<file path="src/rtl/fsm_cpu_sender_if.sv">
// Host push port plus the SEND/ACK link of the CPU-side sender, bundled as one interface.
// The sender drives the master side; the host/peripheral pair drives the slave side.
interface fsm_cpu_sender_if #(
  parameter int DATA_WIDTH = 32
);
  logic                  push_valid;
  logic [DATA_WIDTH-1:0] push_data;
  logic                  push_ready;
  logic                  SEND;
  logic [DATA_WIDTH-1:0] outData;
  logic                  inACK;

  modport master (
    input  push_valid, push_data, inACK,
    output push_ready, SEND, outData
  );

  modport slave (
    output push_valid, push_data, inACK,
    input  push_ready, SEND, outData
  );
endinterface

</file>
<file path="src/rtl/fsm_cpu_sender.sv">
// Initiator of the SEND/ACK four-phase handshake: buffers host words in a FIFO and
// retires each one only after a full ACK rise/fall, with ACK timeout and transfer count.
module fsm_cpu_sender #(
  parameter int DATA_WIDTH     = 32,
  parameter int FIFO_DEPTH     = 4,
  parameter int SYNC_STAGES    = 2,
  parameter int TIMEOUT_CYCLES = 16
) (
  input  logic                    clk,
  input  logic                    rst,
  fsm_cpu_sender_if.master        bus,
  input  logic                    err_clear,
  output logic                    busy,
  output logic [15:0]             sent_count,
  output logic                    timeout_err
);

  localparam int PTR_W = $clog2(FIFO_DEPTH);
  localparam int CNT_W = PTR_W + 1;
  localparam int TO_W  = (TIMEOUT_CYCLES > 2) ? $clog2(TIMEOUT_CYCLES) : 1;
  localparam logic [TO_W-1:0] TO_LAST = TO_W'((TIMEOUT_CYCLES > 0) ? TIMEOUT_CYCLES - 1 : 0);

  typedef enum logic [1:0] {IDLE, REQ, WAIT_LOW, RECOVER} state_t;

  state_t                state;
  state_t                state_next;

  logic [SYNC_STAGES-1:0] sync_q;
  logic                   ack_s;

  logic [DATA_WIDTH-1:0] mem [FIFO_DEPTH];
  logic [PTR_W-1:0]      wr_ptr;
  logic [PTR_W-1:0]      rd_ptr;
  logic [CNT_W-1:0]      fill;
  logic                  full;
  logic                  empty;
  logic                  wr_en;
  logic [DATA_WIDTH-1:0] head;

  logic                  load;
  logic                  pop;
  logic                  set_err;
  logic                  cnt_inc;
  logic                  expire;

  logic                  send_q;
  logic [DATA_WIDTH-1:0] data_q;
  logic [TO_W-1:0]       to_cnt;
  logic [15:0]           count_done;
  logic                  err_q;

  // inACK may be asynchronous; only the last synchroniser stage is ever looked at
  always_ff @(posedge clk) begin
    if (rst) begin
      sync_q <= '0;
    end else begin
      sync_q[0] <= bus.inACK;
      for (int i = 1; i < SYNC_STAGES; i++) begin
        sync_q[i] <= sync_q[i-1];
      end
    end
  end

  assign ack_s = sync_q[SYNC_STAGES-1];

  assign full           = (fill == CNT_W'(FIFO_DEPTH));
  assign empty          = (fill == '0);
  assign wr_en          = bus.push_valid && !full;
  assign head           = mem[rd_ptr];
  assign bus.push_ready = !full;

  always_ff @(posedge clk) begin
    if (wr_en) begin
      mem[wr_ptr] <= bus.push_data;
    end
  end

  always_ff @(posedge clk) begin
    if (rst) begin
      wr_ptr <= '0;
      rd_ptr <= '0;
      fill   <= '0;
    end else begin
      if (wr_en) begin
        wr_ptr <= wr_ptr + PTR_W'(1);
      end
      if (pop) begin
        rd_ptr <= rd_ptr + PTR_W'(1);
      end
      case ({wr_en, pop})
        2'b10:   fill <= fill + CNT_W'(1);
        2'b01:   fill <= fill - CNT_W'(1);
        default: fill <= fill;
      endcase
    end
  end

  assign expire = (TIMEOUT_CYCLES != 0) && (to_cnt == TO_LAST);

  always_ff @(posedge clk) begin
    if (rst) begin
      state <= IDLE;
    end else begin
      state <= state_next;
    end
  end

  // An ACK seen in the expiry cycle takes priority over the timeout
  always_comb begin
    state_next = state;
    case (state)
      IDLE:     if (!empty && !ack_s) state_next = REQ;
      REQ: begin
        if (ack_s) begin
          state_next = WAIT_LOW;
        end else if (expire) begin
          state_next = RECOVER;
        end
      end
      WAIT_LOW: if (!ack_s) state_next = IDLE;
      RECOVER:  if (!ack_s) state_next = IDLE;
      default:  state_next = IDLE;
    endcase
  end

  always_comb begin
    load    = 1'b0;
    pop     = 1'b0;
    set_err = 1'b0;
    cnt_inc = 1'b0;
    case (state)
      IDLE:     load = !empty && !ack_s;
      REQ: begin
        if (!ack_s) begin
          if (expire) begin
            set_err = 1'b1;
          end else begin
            cnt_inc = 1'b1;
          end
        end
      end
      WAIT_LOW: pop = !ack_s;
      default:  ;
    endcase
  end

  always_ff @(posedge clk) begin
    if (rst) begin
      send_q     <= 1'b0;
      data_q     <= '0;
      to_cnt     <= '0;
      count_done <= '0;
      err_q      <= 1'b0;
    end else begin
      send_q <= (state_next == REQ);
      if (load) begin
        data_q <= head;
        to_cnt <= '0;
      end else if (cnt_inc) begin
        to_cnt <= to_cnt + TO_W'(1);
      end
      if (pop) begin
        count_done <= count_done + 16'd1;
      end
      if (set_err) begin
        err_q <= 1'b1;
      end else if (err_clear) begin
        err_q <= 1'b0;
      end
    end
  end

  assign bus.SEND    = send_q;
  assign bus.outData = data_q;
  assign sent_count  = count_done;
  assign timeout_err = err_q;
  assign busy        = (state != IDLE) || !empty;

endmodule
</file>
<file path="src/flat_wrapper.sv">
// flat-port wrapper written by rule: the top's interface ports become plain ports
module fsm_cpu_sender_flat 
#(
  parameter int DATA_WIDTH     = 32,
  parameter int FIFO_DEPTH     = 4,
  parameter int SYNC_STAGES    = 2,
  parameter int TIMEOUT_CYCLES = 16
)
  (clk, rst, err_clear, busy, sent_count, timeout_err, bus_push_valid, bus_push_data, bus_inACK, bus_push_ready, bus_SEND, bus_outData);
  fsm_cpu_sender_if #(.DATA_WIDTH(DATA_WIDTH)) bus_i ();
  input  logic clk;
  input  logic rst;
  input  logic err_clear;
  output logic busy;
  output logic [15:0] sent_count;
  output logic timeout_err;
  input wire logic [$bits(bus_i.push_valid)-1:0] bus_push_valid;
  input wire logic [$bits(bus_i.push_data)-1:0] bus_push_data;
  input wire logic [$bits(bus_i.inACK)-1:0] bus_inACK;
  output wire logic [$bits(bus_i.push_ready)-1:0] bus_push_ready;
  output wire logic [$bits(bus_i.SEND)-1:0] bus_SEND;
  output wire logic [$bits(bus_i.outData)-1:0] bus_outData;
  assign bus_i.push_valid = bus_push_valid;
  assign bus_i.push_data = bus_push_data;
  assign bus_i.inACK = bus_inACK;
  assign bus_push_ready = bus_i.push_ready;
  assign bus_SEND = bus_i.SEND;
  assign bus_outData = bus_i.outData;
  fsm_cpu_sender #(.DATA_WIDTH(DATA_WIDTH), .FIFO_DEPTH(FIFO_DEPTH), .SYNC_STAGES(SYNC_STAGES), .TIMEOUT_CYCLES(TIMEOUT_CYCLES)) u_core (.clk(clk), .rst(rst), .bus(bus_i), .err_clear(err_clear), .busy(busy), .sent_count(sent_count), .timeout_err(timeout_err));
endmodule
</file>
<file path="config.mk">
export PLATFORM = sky130hd
export DESIGN_NAME = fsm_cpu_sender_flat
export DESIGN_NICKNAME = d
export VERILOG_FILES = /design/src/rtl/fsm_cpu_sender_if.sv /design/src/rtl/fsm_cpu_sender.sv /design/src/flat_wrapper.sv
export SDC_FILE = /design/constraint.sdc
export NUM_CORES = 1
export LEC_CHECK = 0
export BUFFER_PORTS_ARGS = -buffer_cell sky130_fd_sc_hd__buf_2
export CORE_ASPECT_RATIO = 0.7
export CORE_UTILIZATION = 35
export CTS_BUF_LIST = sky130_fd_sc_hd__clkbuf_4 sky130_fd_sc_hd__clkbuf_8 sky130_fd_sc_hd__clkbuf_16
export CTS_CLUSTER_DIAMETER = 40
export DETAILED_ROUTE_END_ITERATION = 12
export REMOVE_ABC_BUFFERS = 1
export SLEW_MARGIN = 5
export SYNTH_ARGS = -nofsm -noshare
export SYNTH_HDL_FRONTEND = slang
export SYNTH_SLANG_ARGS = --single-unit
export TNS_END_PERCENT = 10
</file>
<file path="constraint.sdc">
create_clock -name clk -period 2.2 [get_ports clk]
set_input_delay 0.44 -clock clk [delete_from_list [all_inputs] [get_ports clk]]
set_output_delay 0.44 -clock clk [all_outputs]
set_load 0.01 [all_outputs]
</file>
==> metrics.cfg, run 1 <==
[run_status]
status=finished, final reports clean

[synthesis]
synth-edff-count=128
yosysTopAreaCell=edfxtp_1
synthesis.area_sq_mm=0.00725
synth.ff_latch_count=193
async_reset_ff_share_pct=0
yosysWarnings=0
synth_area_leaders=edfxtp_1 (53%), dfxtp_1 (18%), mux4_2 (9.9%)
synth_area_per_cell_sq_um=15.1
synth_top_area_share_pct=53.0
yosysSeqAreaShare_pct=71.0
synth_ff_type=edfxtp_1
synth_cell_type_count=40
yosysMostFrequentCell=edfxtp_1
yosys-top-cells-count=edfxtp_1 (128), nand2_1 (77), dfxtp_1 (65), a21oi_1 (42), mux4_2 (32)
synthCells=479

[global_routing]
grt_overflow=0
grt_max_degree=41
grt_pass1_wl_um=22400
antenna_found_initial=2
track_usage_pct=14.2
grt_pass1_vias=4222

[critical_path]
reg2reg_from=u_core.fill[1]
crit_arrival_ps=2500
max_stage_delay_ps=390
critPathRequiredTime_ps=2570
cp-start-kind=flip-flop
cp_max_fo=2
reg2regPathDepth=9
timing.rr.end=u_core.fill[2]
rrSetupSlack_ps=80
cp_cell_sequence=or3b_4 -> and2_4 -> inv_2 -> ha_2 -> inv_1 -> fa_2 -> xor2_1 -> or3_1 -> a21oi_1
cp_slowest_cell=or3b_4
setup.worst_path.end_class=flip-flop
crit_type=flip-flop to flip-flop

[timing]
fmax_ghz=0.471
setup_tns_ps=0
rsz0062_at_grt=yes
fin_crit_ps=2120
clock_skew_ps=11.8
setup_viol=0
hold_slack_ps=212
finalMaxSlewViolations=0
period_share_pct=96.5
timing.slew.headroom_pct=61.4
finalHoldViolCount=0
worst_slew_pin_slew_ps=578
setup_slack_ps=75.9

[drt]
drcViolationCount=0
ant_nets=0
avgViaCountPerCell=4.78
initialDrtViolationCount=260
drt_pre_antenna_iters=4
finalWirelength_um=14500
num_vias=4149
wire_per_inst_um=16.7

[clock_network]
htree_levels=4
cts_buffer_depth=2
clock_sinks=193
cts_hold_buf=0
insertion_delay_ps=440
cts_root_buffer=clkbuf_16
cts_inserted_buffers=17
path_clk_slew_ps=70
tritoncts=built

[power_and_ir_drop]
swShare_pct=22.8
p_per_area_mw_per_mm2=907
p_comb_share_pct=8.4
power_mw=7.99
internal-power_mw=6.17
p_leak_nw=3.16
power.switching_mw=1.83
clockPowerShare_pct=39.9
ir_worst_vdd_v=0.000529
seqPwrFrac_pct=51.7

[layout]
instances_no_fill=868
nets=630
fin_util_pct=43.9
fin_area_sq_mm=0.00881
diodes=0
fillers=1807
area_growth_pct=21.5
drive_gt1_share_pct=32.8

[min_path]
hold_depth=1
hold_path_class=input pin to flip-flop
hold_path_startpoint=bus_push_data[27]
whs_endpoint=u_core.mem[2][27]

[floorplanning]
dieArea_sq_mm=0.0213
chipHeight_um=122
die_w_um=174
core.rowCount=43
ioPinCount=89
core-area_sq_mm=0.0201
start_util_pct=36.1

[placement]
place_area_sq_mm=0.00817
dp_slack_ps=-28.1
dp_cells=835
io_buffers=88
gp_congestion=0.684
dp_hpwl_um=8940

[run]
drv_cap=0

-- power by group through the flow --
stage	Clock (mW)	Sequential (mW)	Combinational, mW
3_5_place_dp	0	4.21	0.682
5_1_grt	3.39	4.15	0.744
4_1_cts	3.25	4.13	0.686
2_1_floorplan	0	4.25	0.298
6_report	3.19	4.13	0.671
3_3_place_gp	0	4.20	0.663
-- metal layers --
layer	up-vias	GRT usage [%]	wire length [um]	share of wire [%]
met5	-	0	26	0.18
met4	4	4.82	185	1.3
met3	18	4.71	734	5.1
met2	83	23.0	7090	49
met1	2072	18.0	6460	45
li1	1972	-	-	-
-- sequential cells by signal, summed over array words and instances (netlist names) --
name,flops
u_core.mem,128
u_core.timeout_err,1
u_core.bus.outData,32
u_core.wr_ptr,2
u_core.sent_count,16
u_core.rd_ptr,2
u_core.to_cnt,4
u_core.bus.SEND,1
u_core.sync_q,2
u_core.fill,3
u_core.state,2
-- critical path, delay by kind of cell (launching register included) --
kind / cells / cell delay [ps]
AND/OR/NAND/NOR: 3 / 870
XOR/XNOR: 1 / 160
adder cells (fa/ha/maj): 2 / 500
flip-flops: 1 / 310
AO/OA/AOI/OAI: 1 / 120
buffers and inverters: 2 / 100
-- cell type report --
| cell class | instances | area [sq um] | area share [%] |
|---|---|---|---|
| Sequential cell | 193 | 5150 | 58.4 |
| Multi-Input combinational cell | 252 | 1980 | 22.5 |
| Timing Repair Buffer | 111 | 688 | 7.81 |
| Clock buffer | 23 | 529 | 6.01 |
| Tap cell | 270 | 338 | 3.83 |
| Clock inverter | 9 | 86.3 | 0.980 |
| Inverter | 10 | 37.5 | 0.426 |
-- worst max-delay path by stage --
stage                      from               endpoint  slack (ps)  depth (start not counted)
3_3_place_gp     u_core.fill[0]         u_core.fill[2]          70                          9
6_report         u_core.fill[1]         u_core.fill[2]          80                          9
2_1_floorplan  u_core.rd_ptr[0]  u_core.bus.outData[0]        -180                          3
3_5_place_dp     u_core.fill[0]         u_core.fill[2]         -30                          9
5_1_grt          u_core.fill[1]         u_core.fill[2]          -2                          9
4_1_cts          u_core.fill[1]         u_core.fill[2]          10                          9
-- kinds of logic (layout without fill, tap and decap cells) --
kind of cell | count (synthesis) | in the layout | synth area share, %
and+or+nand+nor | 143 | 143 | 9.53
buffers and inverters | 34 | 153 | 2.07
adders and majority gates | 8 | 8 | 1.48
xor gates and xnor gates | 19 | 19 | 2.30
DFF | 193 | 193 | 71.0
muxes | 34 | 34 | 10.3
AOI/OAI and AO/OA | 48 | 48 | 3.38
-- repair_timing --
action | CTS | global route
endpoints found under the setup margin | 1 | 2
cloned | 0 | 0
pin swaps | 2 | 2
buffers inserted | 1 | 0
endpoints found under the hold margin | 0 | 0
resized for setup | 3 | 4
-- placed cells by master (no fill, tap or decap), types with 11 or more instances in the layout --
cell       count
a21oi_1       42
buf_2         88
buf_4         17
clkbuf_16     20
dfxtp_1       62
edfxtp_1     128
mux4_2        32
nand2_1       77
nor2_1        20
xnor2_1       11
Power figures use the tool's default switching activity.
==> inputs of run 2 (changes only) <==
--- a/config.mk
+++ b/config.mk
@@ -7,8 +7,9 @@
 export LEC_CHECK = 0
 export BUFFER_PORTS_ARGS = -buffer_cell sky130_fd_sc_hd__buf_2
 export CORE_ASPECT_RATIO = 0.7
+export CORE_MARGIN = 2
 export CORE_UTILIZATION = 35
-export CTS_BUF_LIST = sky130_fd_sc_hd__clkbuf_4 sky130_fd_sc_hd__clkbuf_8 sky130_fd_sc_hd__clkbuf_16
+export CTS_BUF_LIST = sky130_fd_sc_hd__clkbuf_4 sky130_fd_sc_hd__clkbuf_8
 export CTS_CLUSTER_DIAMETER = 40
 export DETAILED_ROUTE_END_ITERATION = 12
 export REMOVE_ABC_BUFFERS = 1
==> metrics.cfg, run 2 (synthesis gave the netlist of run 1 again) <==
[timing]
timing.slew.headroom_pct=65.1
fin_crit_ps=2180
finalMaxSlewViolations=0
period_share_pct=98.9
worst_slew_pin_slew_ps=522
clock_skew_ps=13.5
setup_viol=0
finalHoldViolCount=0
fmax_ghz=0.460
rsz0062_at_grt=yes

[global_routing]
antenna_found_initial=3
track_usage_pct=13.9
grt_pass1_vias=4293
grt_max_degree=37
grt_overflow=0
grt_pass1_wl_um=23100

[layout]
layout_commonest_cell=edfxtp_1
drive_gt1_share_pct=33.5
fin_util_pct=42.4
nets=635
area_growth_pct=20.1
instances_no_fill=882
largest_register=u_core.mem
layout.cells.most_common_list=edfxtp_1 (128), buf_2 (88), nand2_1 (77), dfxtp_1 (61), a21oi_1 (41)
largest_reg_flops=128

[floorplanning]
chipHeight_um=124
dieArea_sq_mm=0.0219
die_w_um=176
ioPinCount=89
start_util_pct=35.3
core-area_sq_mm=0.0205
core.rowCount=44

[run_status]
status=finished, final reports clean

[critical_path]
rrSetupSlack_ps=20
crit_type=flip-flop to flip-flop
critPathRequiredTime_ps=2570
crit_arrival_ps=2550
cp-start-kind=flip-flop
max_stage_delay_ps=390
timing.critical_path.buf_inv=2
reg2regPathDepth=9
crit_family=simple AND/OR/NAND/NOR gates
cp_num_cells=9
setup.worst_path.end_class=flip-flop
cp_cell_sequence=or3b_4 -> and2_4 -> inv_4 -> ha_4 -> inv_1 -> fa_2 -> xor2_1 -> or3_1 -> a21oi_2
cp_max_fo=2
cp_slowest_cell=or3b_4

[min_path]
hold_depth=1
hold_path_class=input pin to flip-flop

[clock_network]
cts_hold_buf=0
path_clk_slew_ps=90
clock_sinks=193
cts_inserted_buffers=17
insertion_delay_ps=440
cts_buffer_depth=2
htree_levels=4
tritoncts=built
cts_root_buffer=clkbuf_8

[drt]
drt_pre_antenna_iters=5
initialDrtViolationCount=249
avgViaCountPerCell=4.73
finalWirelength_um=14500
wire_per_inst_um=16.5
drcViolationCount=0
num_vias=4176
ant_nets=0

[power_and_ir_drop]
ir_worst_vdd_v=0.000397
p_leak_nw=3.10
p_per_area_mw_per_mm2=850

[placement]
dp_cells=846
gp_congestion=0.702
io_buffers=88
dp_hpwl_um=9320

[run]
drv_cap=0

-- run 2: cell count changes in the layout (fill, tap and decap cells not counted), moves of 2 or more --
cell / before / now
inv_4: 4 / 1
clkbuf_8: 1 / 17
bufinv_16: 1 / 5
buf_4: 17 / 23
diode_2: 0 / 3
clkbuf_16: 20 / 0
clkinv_4: 1 / 3
-- run 2: repair_timing --
item,4_1_cts,5_1_grt
setup buffers,1,0
endpoints found under the setup margin,1,1
pin swaps,2,0
resized for setup,7,3
-- run 2: final cells by class --
cell class | instances | area [sq um]
Antenna cell | 3 | 7.51
Timing Repair Buffer | 116 | 713
Tap cell | 276 | 345
Inverter | 10 | 40.0
Multi-Input combinational cell | 252 | 1990
Sequential cell | 193 | 5150
Fill cell | 1859 | 11800
Clock inverter | 13 | 211
Clock buffer | 19 | 249
-- run 2: routing by layer --
layer	track usage [%]	wire, um	vias to the layer above
met2	22.9	7010	88
met4	3.50	73	0
li1	-	-	1986
met3	3.88	795	8
met5	0	0	-
met1	18.3	6640	2094
-- run 2: worst paths after layout --
path,end,startpoint
max,u_core.fill[2],u_core.fill[1]
min,u_core.mem[0][0],bus_push_data[0]
max reg2reg,u_core.fill[2],u_core.fill[1]
min reg2reg,u_core.sync_q[1],u_core.sync_q[0]
-- run 2: per-stage QoR --
stage / hold WS, ps / power [mW] / cell area [sq um] / worst slack (ps) / setup TNS, ps
2_1_floorplan: 414 / 4.55 / 7140 / -178 / -5780
3_3_place_gp: 436 / 4.87 / 8210 / 62.7 / 0
3_5_place_dp: 441 / 4.90 / 8210 / -55.1 / -55.1
4_1_cts: 168 / 7.51 / 8690 / 27.8 / 0
5_1_grt: 159 / 7.72 / 8700 / -83.3 / -83.3
6_report: 209 / 7.40 / 8710 / 24.9 / 0
-- run 2: power breakdown --
part	internal, mW	switching [mW]
clock network	1.39	1.21
logic	0.270	0.409
registers	4.07	0.0631
